==> src/rtl/hwpe_ctrl_job_dispatcher.sv <==
// HWPE control front-end: decodes peripheral-bus accesses into register-file accesses and
// flags, arbitrates the offload lock and sequences queued jobs into the engine.
// Optional lock auto-release is built when HWPE_CTRL_LOCK_TIMEOUT_EN is defined.
module hwpe_ctrl_job_dispatcher #(
  parameter int N_CONTEXT      = 2,
  parameter int N_GENERIC_REGS = 0,
  parameter int N_IO_REGS      = 2,
  parameter int ID_WIDTH       = 16,
  parameter int LOCK_TIMEOUT   = 1024,
  localparam int CTX_W         = (N_CONTEXT > 1) ? $clog2(N_CONTEXT) : 1
) (
  input  logic                clk_i,
  input  logic                rst_ni,
  input  logic                clear_i,
  input  logic                req_i,
  output logic                gnt_o,
  input  logic [31:0]         add_i,
  input  logic                wen_i,
  input  logic [3:0]          be_i,
  input  logic [31:0]         data_i,
  input  logic [ID_WIDTH-1:0] id_i,
  output logic                r_valid_o,
  output logic [31:0]         r_data_o,
  output logic [ID_WIDTH-1:0] r_id_o,
  output logic [6:0]          rf_addr_o,
  output logic                rf_wren_o,
  output logic [31:0]         rf_wdata_o,
  output logic [3:0]          rf_be_o,
  input  logic [31:0]         rf_rdata_i,
  output logic                is_mandatory_o,
  output logic                is_contexted_o,
  output logic                is_read_o,
  output logic                is_testset_o,
  output logic                is_trigger_o,
  output logic                is_critical_o,
  output logic                full_context_o,
  output logic                true_done_o,
  output logic [CTX_W-1:0]    pointer_context_o,
  output logic [CTX_W-1:0]    running_context_o,
  output logic                start_o,
  input  logic                done_i,
  output logic                evt_o,
  output logic                busy_o
);

  localparam int CNT_W = $clog2(N_CONTEXT + 1);
  localparam logic [CNT_W-1:0] CNT_FULL = CNT_W'(N_CONTEXT);

  localparam logic LOCK_FREE = 1'b0;
  localparam logic LOCK_HELD = 1'b1;

  localparam logic [1:0] ENG_IDLE  = 2'd0;
  localparam logic [1:0] ENG_START = 2'd1;
  localparam logic [1:0] ENG_RUN   = 2'd2;

  localparam logic [4:0] IDX_TRIGGER   = 5'd0;
  localparam logic [4:0] IDX_ACQUIRE   = 5'd1;
  localparam logic [4:0] IDX_SOFTCLEAR = 5'd5;
  localparam logic [4:0] IDX_FIRST_GEN = 5'd8;
  localparam logic [4:0] IDX_FIRST_CTX = 5'(8 + N_GENERIC_REGS);

  logic                lock_q, lock_d;
  logic [ID_WIDTH-1:0] owner_q, owner_d;
  logic [CNT_W-1:0]    count_q, count_d;
  logic [CTX_W-1:0]    ptr_q, ptr_d;
  logic [CTX_W-1:0]    run_q, run_d;
  logic [1:0]          eng_q, eng_d;
  logic                evt_q, evt_d;
  logic                r_valid_q, r_valid_d;
  logic [ID_WIDTH-1:0] r_id_q, r_id_d;

  logic [4:0] idx;
  logic [1:0] ctx_sel;
  logic       is_write;
  logic       owner_hit;
  logic       acquire_ok;
  logic       soft_clear;
  logic       do_clear;
  logic       lock_expired;
  logic       unused_add;

  assign unused_add = ^{add_i[31:9], add_i[1:0]};

  // Context count is a power of two, so a plain increment wraps modulo N_CONTEXT.
  function automatic logic [CTX_W-1:0] ctx_inc(input logic [CTX_W-1:0] p);
    return (N_CONTEXT == 1) ? '0 : CTX_W'(p + 1'b1);
  endfunction

  always_comb begin
    idx            = add_i[6:2];
    is_write       = req_i & ~wen_i;
    is_mandatory_o = req_i & (idx < IDX_FIRST_GEN);
    is_contexted_o = req_i & (idx >= IDX_FIRST_CTX);
    is_read_o      = req_i & wen_i;
    is_testset_o   = is_read_o & (idx == IDX_ACQUIRE);
    owner_hit      = (lock_q == LOCK_HELD) & (id_i == owner_q);
    is_trigger_o   = is_write & (idx == IDX_TRIGGER) & owner_hit;
    is_critical_o  = is_testset_o & (lock_q == LOCK_HELD);
    full_context_o = is_testset_o & (lock_q == LOCK_FREE) & (count_q == CNT_FULL);
    acquire_ok     = is_testset_o & (lock_q == LOCK_FREE) & (count_q != CNT_FULL);
    soft_clear     = is_write & (idx == IDX_SOFTCLEAR);
    true_done_o    = (eng_q == ENG_RUN) & done_i;
  end

  // Writes land in the context being prepared; reads may inspect any context.
  always_comb begin
    ctx_sel = 2'b00;
    if (is_contexted_o) begin
      if (wen_i) ctx_sel = add_i[8:7];
      else       ctx_sel[CTX_W-1:0] = ptr_q;
    end
    rf_addr_o  = {ctx_sel, idx};
    rf_wren_o  = is_write & (~is_contexted_o | owner_hit);
    rf_wdata_o = req_i ? data_i : '0;
    rf_be_o    = req_i ? be_i : '0;
  end

`ifdef HWPE_CTRL_LOCK_TIMEOUT_EN
  localparam int TMO_W = $clog2(LOCK_TIMEOUT + 1);
  logic [TMO_W-1:0] tmo_q, tmo_d;

  always_comb begin
    tmo_d        = '0;
    lock_expired = 1'b0;
    if ((lock_q == LOCK_HELD) && !(req_i && (id_i == owner_q))) begin
      if (tmo_q == TMO_W'(LOCK_TIMEOUT - 1)) lock_expired = 1'b1;
      else                                   tmo_d = tmo_q + 1'b1;
    end
  end

  always_ff @(posedge clk_i or negedge rst_ni) begin
    if (!rst_ni) tmo_q <= '0;
    else         tmo_q <= tmo_d;
  end
`else
  assign lock_expired = 1'b0;
`endif

  always_comb begin
    lock_d    = lock_q;
    owner_d   = owner_q;
    count_d   = count_q;
    ptr_d     = ptr_q;
    run_d     = run_q;
    eng_d     = eng_q;
    evt_d     = true_done_o;
    r_valid_d = req_i;
    r_id_d    = req_i ? id_i : r_id_q;
    do_clear  = clear_i | soft_clear;
    if (do_clear) begin
      lock_d  = LOCK_FREE;
      count_d = '0;
      ptr_d   = '0;
      run_d   = '0;
      eng_d   = ENG_IDLE;
    end else begin
      if (acquire_ok) begin
        lock_d  = LOCK_HELD;
        owner_d = id_i;
      end else if (is_trigger_o || lock_expired) begin
        lock_d = LOCK_FREE;
      end
      if (is_trigger_o) ptr_d = ctx_inc(ptr_q);
      if (true_done_o)  run_d = ctx_inc(run_q);
      // A trigger and a completion in the same cycle cancel in the occupancy count.
      case ({is_trigger_o, true_done_o})
        2'b10:   count_d = count_q + 1'b1;
        2'b01:   count_d = count_q - 1'b1;
        default: count_d = count_q;
      endcase
      case (eng_q)
        ENG_IDLE:  if (count_q != '0) eng_d = ENG_START;
        ENG_START: eng_d = ENG_RUN;
        ENG_RUN:   if (done_i) eng_d = ENG_IDLE;
        default:   eng_d = ENG_IDLE;
      endcase
    end
  end

  always_ff @(posedge clk_i or negedge rst_ni) begin
    if (!rst_ni) begin
      lock_q    <= LOCK_FREE;
      owner_q   <= '0;
      count_q   <= '0;
      ptr_q     <= '0;
      run_q     <= '0;
      eng_q     <= ENG_IDLE;
      evt_q     <= 1'b0;
      r_valid_q <= 1'b0;
      r_id_q    <= '0;
    end else begin
      lock_q    <= lock_d;
      owner_q   <= owner_d;
      count_q   <= count_d;
      ptr_q     <= ptr_d;
      run_q     <= run_d;
      eng_q     <= eng_d;
      evt_q     <= evt_d;
      r_valid_q <= r_valid_d;
      r_id_q    <= r_id_d;
    end
  end

  assign gnt_o             = req_i;
  assign r_valid_o         = r_valid_q;
  assign r_id_o            = r_id_q;
  assign r_data_o          = rf_rdata_i;
  assign pointer_context_o = ptr_q;
  assign running_context_o = run_q;
  assign start_o           = (eng_q == ENG_START);
  assign evt_o             = evt_q;
  assign busy_o            = (count_q != '0);

endmodule

==> config.mk <==
export PLATFORM = sky130hd
export DESIGN_NAME = hwpe_ctrl_job_dispatcher
export DESIGN_NICKNAME = d
export VERILOG_FILES = /design/src/rtl/hwpe_ctrl_job_dispatcher.sv
export SDC_FILE = /design/constraint.sdc
export NUM_CORES = 1
export LEC_CHECK = 0
export ABC_AREA = 1
export CORE_ASPECT_RATIO = 1.4
export CORE_MARGIN = 3
export CORE_UTILIZATION = 36
export DETAILED_ROUTE_END_ITERATION = 12
export PLACE_DENSITY = 0.95
export SKIP_LAST_GASP = 1
export SLEW_MARGIN = 40
export SYNTH_ARGS = -nofsm -noshare
export SYNTH_HDL_FRONTEND = slang
export SYNTH_SLANG_ARGS = --single-unit
==> constraint.sdc <==
create_clock -name clk_i -period 2.85 [get_ports clk_i]
set_input_delay 0.855 -clock clk_i [delete_from_list [all_inputs] [get_ports clk_i]]
set_output_delay 0.855 -clock clk_i [all_outputs]
set_load 0.01 [all_outputs]
== Yosys cells after proc, flatten, opt, wreduce, memory -nomap -nowiden ==
Cells that the tools add are included.

* Register bits: 41
* Logic and storage cells: 74

* $add $sub $neg: 4
* Order comparisons: 2
* Equality and inequality tests: 11
* Muxes and demuxes: 18
* Bitwise gates (word level): 21
* Reductions and logical operators: 9

{| class="wikitable"
|+ Operator list
! kind !! number
|-
| 32-bit two-way mux || 1
|-
| 16-bit == test || 1
|-
| 1-bit bitwise AND || 15
|-
| 2-bit two-way mux || 5
|-
| 1-bit two-way mux || 9
|-
| 2-bit == test (second input constant) || 3
|-
| 3-bit inequality test (second input constant) || 2
|-
| 2-bit case mux with 3 select lines || 1
|-
| 2-bit nonzero test || 3
|-
| 3-bit nonzero test || 2
|-
| 5-bit by 1-bit == test with 1-bit output (second input constant) || 1
|-
| 5-bit by 3-bit == test with 1-bit output (second input constant) || 1
|-
| 5-bit by 4-bit greater-or-equal comparator with 1-bit output (second input constant) || 1
|-
| 5-bit zero test || 1
|-
| 5-bit by 4-bit < comparator with 1-bit output (second input constant) || 1
|-
| 2-bit by 1-bit == test with 1-bit output (second input constant) || 2
|-
| 4-bit two-way mux || 1
|-
| 1-bit NOT || 4
|-
| 2-bit case mux with 2 select lines || 1
|-
| 2-bit AND reduction || 2
|-
| 1-bit adder (second input constant) || 2
|-
| 2-bit by 1-bit adder with 2-bit output (second input constant) || 1
|-
| 2-bit zero test || 1
|-
| 2-bit inequality test (second input constant) || 1
|-
| other kinds (2) || 3
|}

== Logic depth before layout (Yosys ltp) ==
* Word-level depth: 7
* Mapped depth: 12
* Mapped depth without buffers: 12

== Least setup slack after synthesis ==
OpenSTA, ideal clock, no wires.

* Kind: in2out
* From: input add_i[5]
* To: output full_context_o
* Data arrival time: 1.706 ns
* Required time: 1.995 ns
* Path slack: 0.289 ns
* Cell stages on the path: 5
* Path buffers: 0
* Cell sequence: inv_1 nand2_2 nor4_4 inv_1 nor3_1

* Longest elaborated chain between the ends: 4

{| class="wikitable"
|+ Ends and longest elaborated chain
! item !! line !! source
|-
| start: declaration || 17 || <nowiki>input logic [31:0] add_i,</nowiki>
|-
| 5-bit by 1-bit == test with 1-bit output || 95 || <nowiki>is_testset_o = is_read_o & (idx == IDX_ACQUIRE);</nowiki>
|-
| 1-bit bitwise AND || 95 ||
|-
| named net is_testset_o || 33 || <nowiki>output logic is_testset_o,</nowiki>
|-
| 1-bit bitwise AND (2 in series) || 99 || <nowiki>full_context_o = is_testset_o & (lock_q == LOCK_FREE) & (count_q == CNT_FULL);</nowiki>
|-
| end: declaration || 36 || <nowiki>output logic full_context_o,</nowiki>
|}

The timed path passes the listed nets, and every way through them passes these cells.

== Worst setup path after layout ==
* From: input id_i[2]
* To: output rf_wren_o

* Longest elaborated chain between the ends: 4

{| class="wikitable"
|+ Ends and longest elaborated chain
! item !! line !! source
|-
| start: declaration || 21 || <nowiki>input logic [ID_WIDTH-1:0] id_i,</nowiki>
|-
| 16-bit == test || 96 || <nowiki>owner_hit = (lock_q == LOCK_HELD) & (id_i == owner_q);</nowiki>
|-
| 1-bit bitwise AND || 96 ||
|-
| 1-bit OR || 113 || <nowiki>rf_wren_o = is_write & (~is_contexted_o | owner_hit);</nowiki>
|-
| 1-bit bitwise AND || 113 ||
|-
| end: declaration || 26 || <nowiki>output logic rf_wren_o,</nowiki>
|}

Every way passes these cells.

==> impl_metrics.tcl <==
set metrics [dict create \
    status "complete, but fails checks" \
    first_pass_iters 5 \
    finalSetupViolations 2 \
    cp.required_ns 2.00 \
    finalPower_w 0.00193 \
    setup_slack_ns -0.0612 \
    cts_tree "yes" \
    nNetsFinal 719 \
    worstPathArrival_ns 2.06 \
    synth_area_leaders "dfrtp_1, nand2_1, inv_1" \
    fin_skew_ns 0.00908 \
    finalHoldViolations 0 \
    ioPinCount 229 \
    violations "setup timing" \
    grt_pass1_vias 3600 \
    place_congestion 0.926 \
    synth_top_area_share 0.363 \
    pwr-share-seq 0.361 \
    pwr-share-clk 0.259 \
    port_buffers 139 \
    path_clk_slew_ns 0.08 \
    avgRoutedWirePerCell_um 19.2 \
    fin_util 0.659 \
    wl_um 13400 \
    antenna_found_initial 0 \
    regToRegSetupSlack_ns 0.23 \
    max_freq_mhz 343 \
    whs_ns 0.496 \
    min-delay-path-class "reg2reg" \
    crit_path_max_incr_delay_ns 0.35 \
    clockBufferDepth 2 \
    r2r_cells 20 \
    cts-root-buf "clkbuf_8" \
    overflow 0 \
    die-area_um2 8960 \
    synth.distinct_cells 24 \
    synth_cells 409 \
    grtUsageTotal 0.281 \
    grt_pass1_wl_um 18900 \
    drc 0 \
    cts_hold_buffers 0 \
    synth_edf_count 0 \
    num_rows 37 \
    grt_max_degree 42 \
    synth_area_um2 2830 \
    synth-async-reset-ratio 1.00 \
    ys_seq_area_frac 0.363 \
    rsz0062_at_grt "true" \
    drt_iter0_drc 353 \
    r2r_end "count_q[0]" \
    finalCriticalPeriod_ns 2.91 \
    synth_top_area_cell "dfrtp_1" \
    worst_path_max_delay_cell "nor4_4" \
    cellPowerDensity_nw_per_um2 391 \
    via_count 3534 \
    clock_sinks 41 \
    hold_start "r_id_o[15]" \
    critPathBufInv 2 \
    coreArea_um2 7500 \
    htree_levels 2 \
    die_w_um 80.9 \
    worst_slew_pin_slew_ns 0.537 \
    n_antenna_cell 0 \
    pre_cts_ws_ns -0.893 \
    clk-insertion-delay-late_ns 0.30 \
    postRouteAntennaNets 0 \
    finalMaxSlewViolations 0 \
    via_per_inst 5.08 \
    worstSetupPathType "in2out" \
    relSlewSlack 0.642 \
    initial_core_util 0.377 \
    ys.flop_type "dfrtp_1" \
    start_kind "input pin" \
    syn2layout_area_growth_pct 74.8 \
    crit_chain "buf_6, nand2_2, nand4_1, nor4_4, nand3_2, a21oi_2, buf_4" \
    vdd_drop_max_uv 203 \
    cp_max_fo 2 \
    drive_gt1_frac 0.318 \
    dp_hpwl_um 9040 \
    power_frac_comb 0.380 \
    ys_ff_latch 41 \
    min_period_over_period 1.02 \
    fp.dieH_um 111 \
    syn_area_per_cell_um2 6.91 \
    holdPathStages 2 \
    fin_setup_tns_ns -0.0975 \
    min_to "r_id_o[15]" \
    switching_power_w 0.000628 \
    synth_fp_nets 531 \
    p_leak_nw 2.85 \
    cts_made_buffers 5 \
    p_int_w 0.00130 \
    endpoint_kind "output pin" \
    p_sw_frac 0.325 \
    cp_top_family "simple AND/OR/NAND/NOR gates" \
    ys.warnings.count 0 \
    r2r_start "owner_q[7]" \
    maxCapViolations 0 \
]
## logic make-up after synthesis
| family | synth area share |
|---|---|
| AOI/OAI and AO/OA | 0.0943 |
| buffers and inverters | 0.238 |
| xor gates and xnor gates | 0.0186 |
| DFF | 0.363 |
| and+or+nand+nor | 0.286 |
## layer usage
layer	global-route usage	vias up	wire [um]	share of wire
met3	0.0886	74	1600	0.12
li1	-	1561	-	-
met5	0	-	0	0
met2	0.513	286	7000	0.52
met1	0.272	1613	3980	0.30
met4	0.144	0	788	0.059
## flip-flops by register name (all words and copies together), names as in the netlist
signal and cells:
evt_o 1, r_id_o 16, count_q 2, r_valid_o 1
lock_q 1, owner_q 16, eng_q 2, pointer_context_o 1
running_context_o 1
## power groups by stage
stage	sequential [W]	combinational, W	clock [W]
floorplan	0.000702	0.000291	0
global placement	0.000693	0.000591	0
detailed placement	0.000699	0.000612	0
CTS	0.000690	0.000669	0.000496
global route	0.000701	0.000782	0.000531
finish	0.000696	0.000733	0.000501
## synth_stat cells (2+ instances only)
library cell,instances
xnor2_1,4
buf_4,38
buf_6,3
nor2_1,31
xor2_1,2
nand3_1,10
clkbuf_1,7
nand2_1,125
nand4_1,9
o21ai_0,19
nand2_2,2
dfrtp_1,41
nor3_1,4
inv_1,87
a21oi_1,2
nor3b_1,2
o21ai_2,16
## what timing repair did
action                                  4_1_cts  5_1_grt
gates resized for setup                     137       66
pin swaps                                    24       27
endpoints found under the setup margin       51       19
cloned                                        1        0
setup buffers                                41        5
## worst register-to-register path: stages, from the launching register on
cell and delay, ns:
dfrtp_1 0.40, inv_1 0.08, nand2_2 0.07, buf_4 0.14
buf_4 0.13, buf_4 0.13, buf_4 0.12, buf_4 0.12
buf_4 0.12, buf_4 0.12, buf_4 0.12, buf_4 0.12
buf_4 0.12, nand2_1 0.07, nor2_1 0.06, nand2_1 0.08
nor2_1 0.05, nand4_1 0.18, nand2_2 0.11, nand4_1 0.10
nand2_1 0.07
## layout by cell type, fill, tap and decap left out, drive strengths merged, types with 10 or more instances in the layout
cell | netlist | layout
buf | 41 | 101
clkbuf | 7 | 15
clkdlybuf4s50 | 0 | 69
dfrtp | 41 | 41
dlygate4sd2 | 0 | 36
dlymetal6s2s | 0 | 11
inv | 87 | 87
nand2 | 127 | 127
nand3 | 10 | 10
nand4 | 10 | 10
nor2 | 31 | 31
o21ai | 35 | 35
## worst max-delay path by stage
stage | from | to | slack (ns) | cells after the start
3_5_place_dp | id_i[7] | rf_wren_o | -0.89 | 8
3_3_place_gp | id_i[10] | rf_wren_o | -0.81 | 10
4_1_cts | id_i[7] | rf_wren_o | -0.04 | 7
6_report | id_i[2] | rf_wren_o | -0.06 | 7
5_1_grt | id_i[11] | rf_wren_o | -0.10 | 9
2_1_floorplan | add_i[5] | full_context_o | 0.29 | 5
## cell type report
type | count | area [um2]
fill | 603 | 2560
timing repair buffer | 229 | 2050
multi-input combinational | 233 | 1290
sequential | 41 | 1030
inverter | 87 | 334
tap | 97 | 121
clock buffer | 7 | 86.3
clock inverter | 1 | 30.0
## through the flow
stage,cells,cell area [um2]
3_3_place_gp,641,4330
3_5_place_dp,641,4330
2_1_floorplan,409,2830
5_1_grt,695,4940
6_report,695,4940
4_1_cts,691,4800
Note: power is estimated with default switching activity, not from simulation.
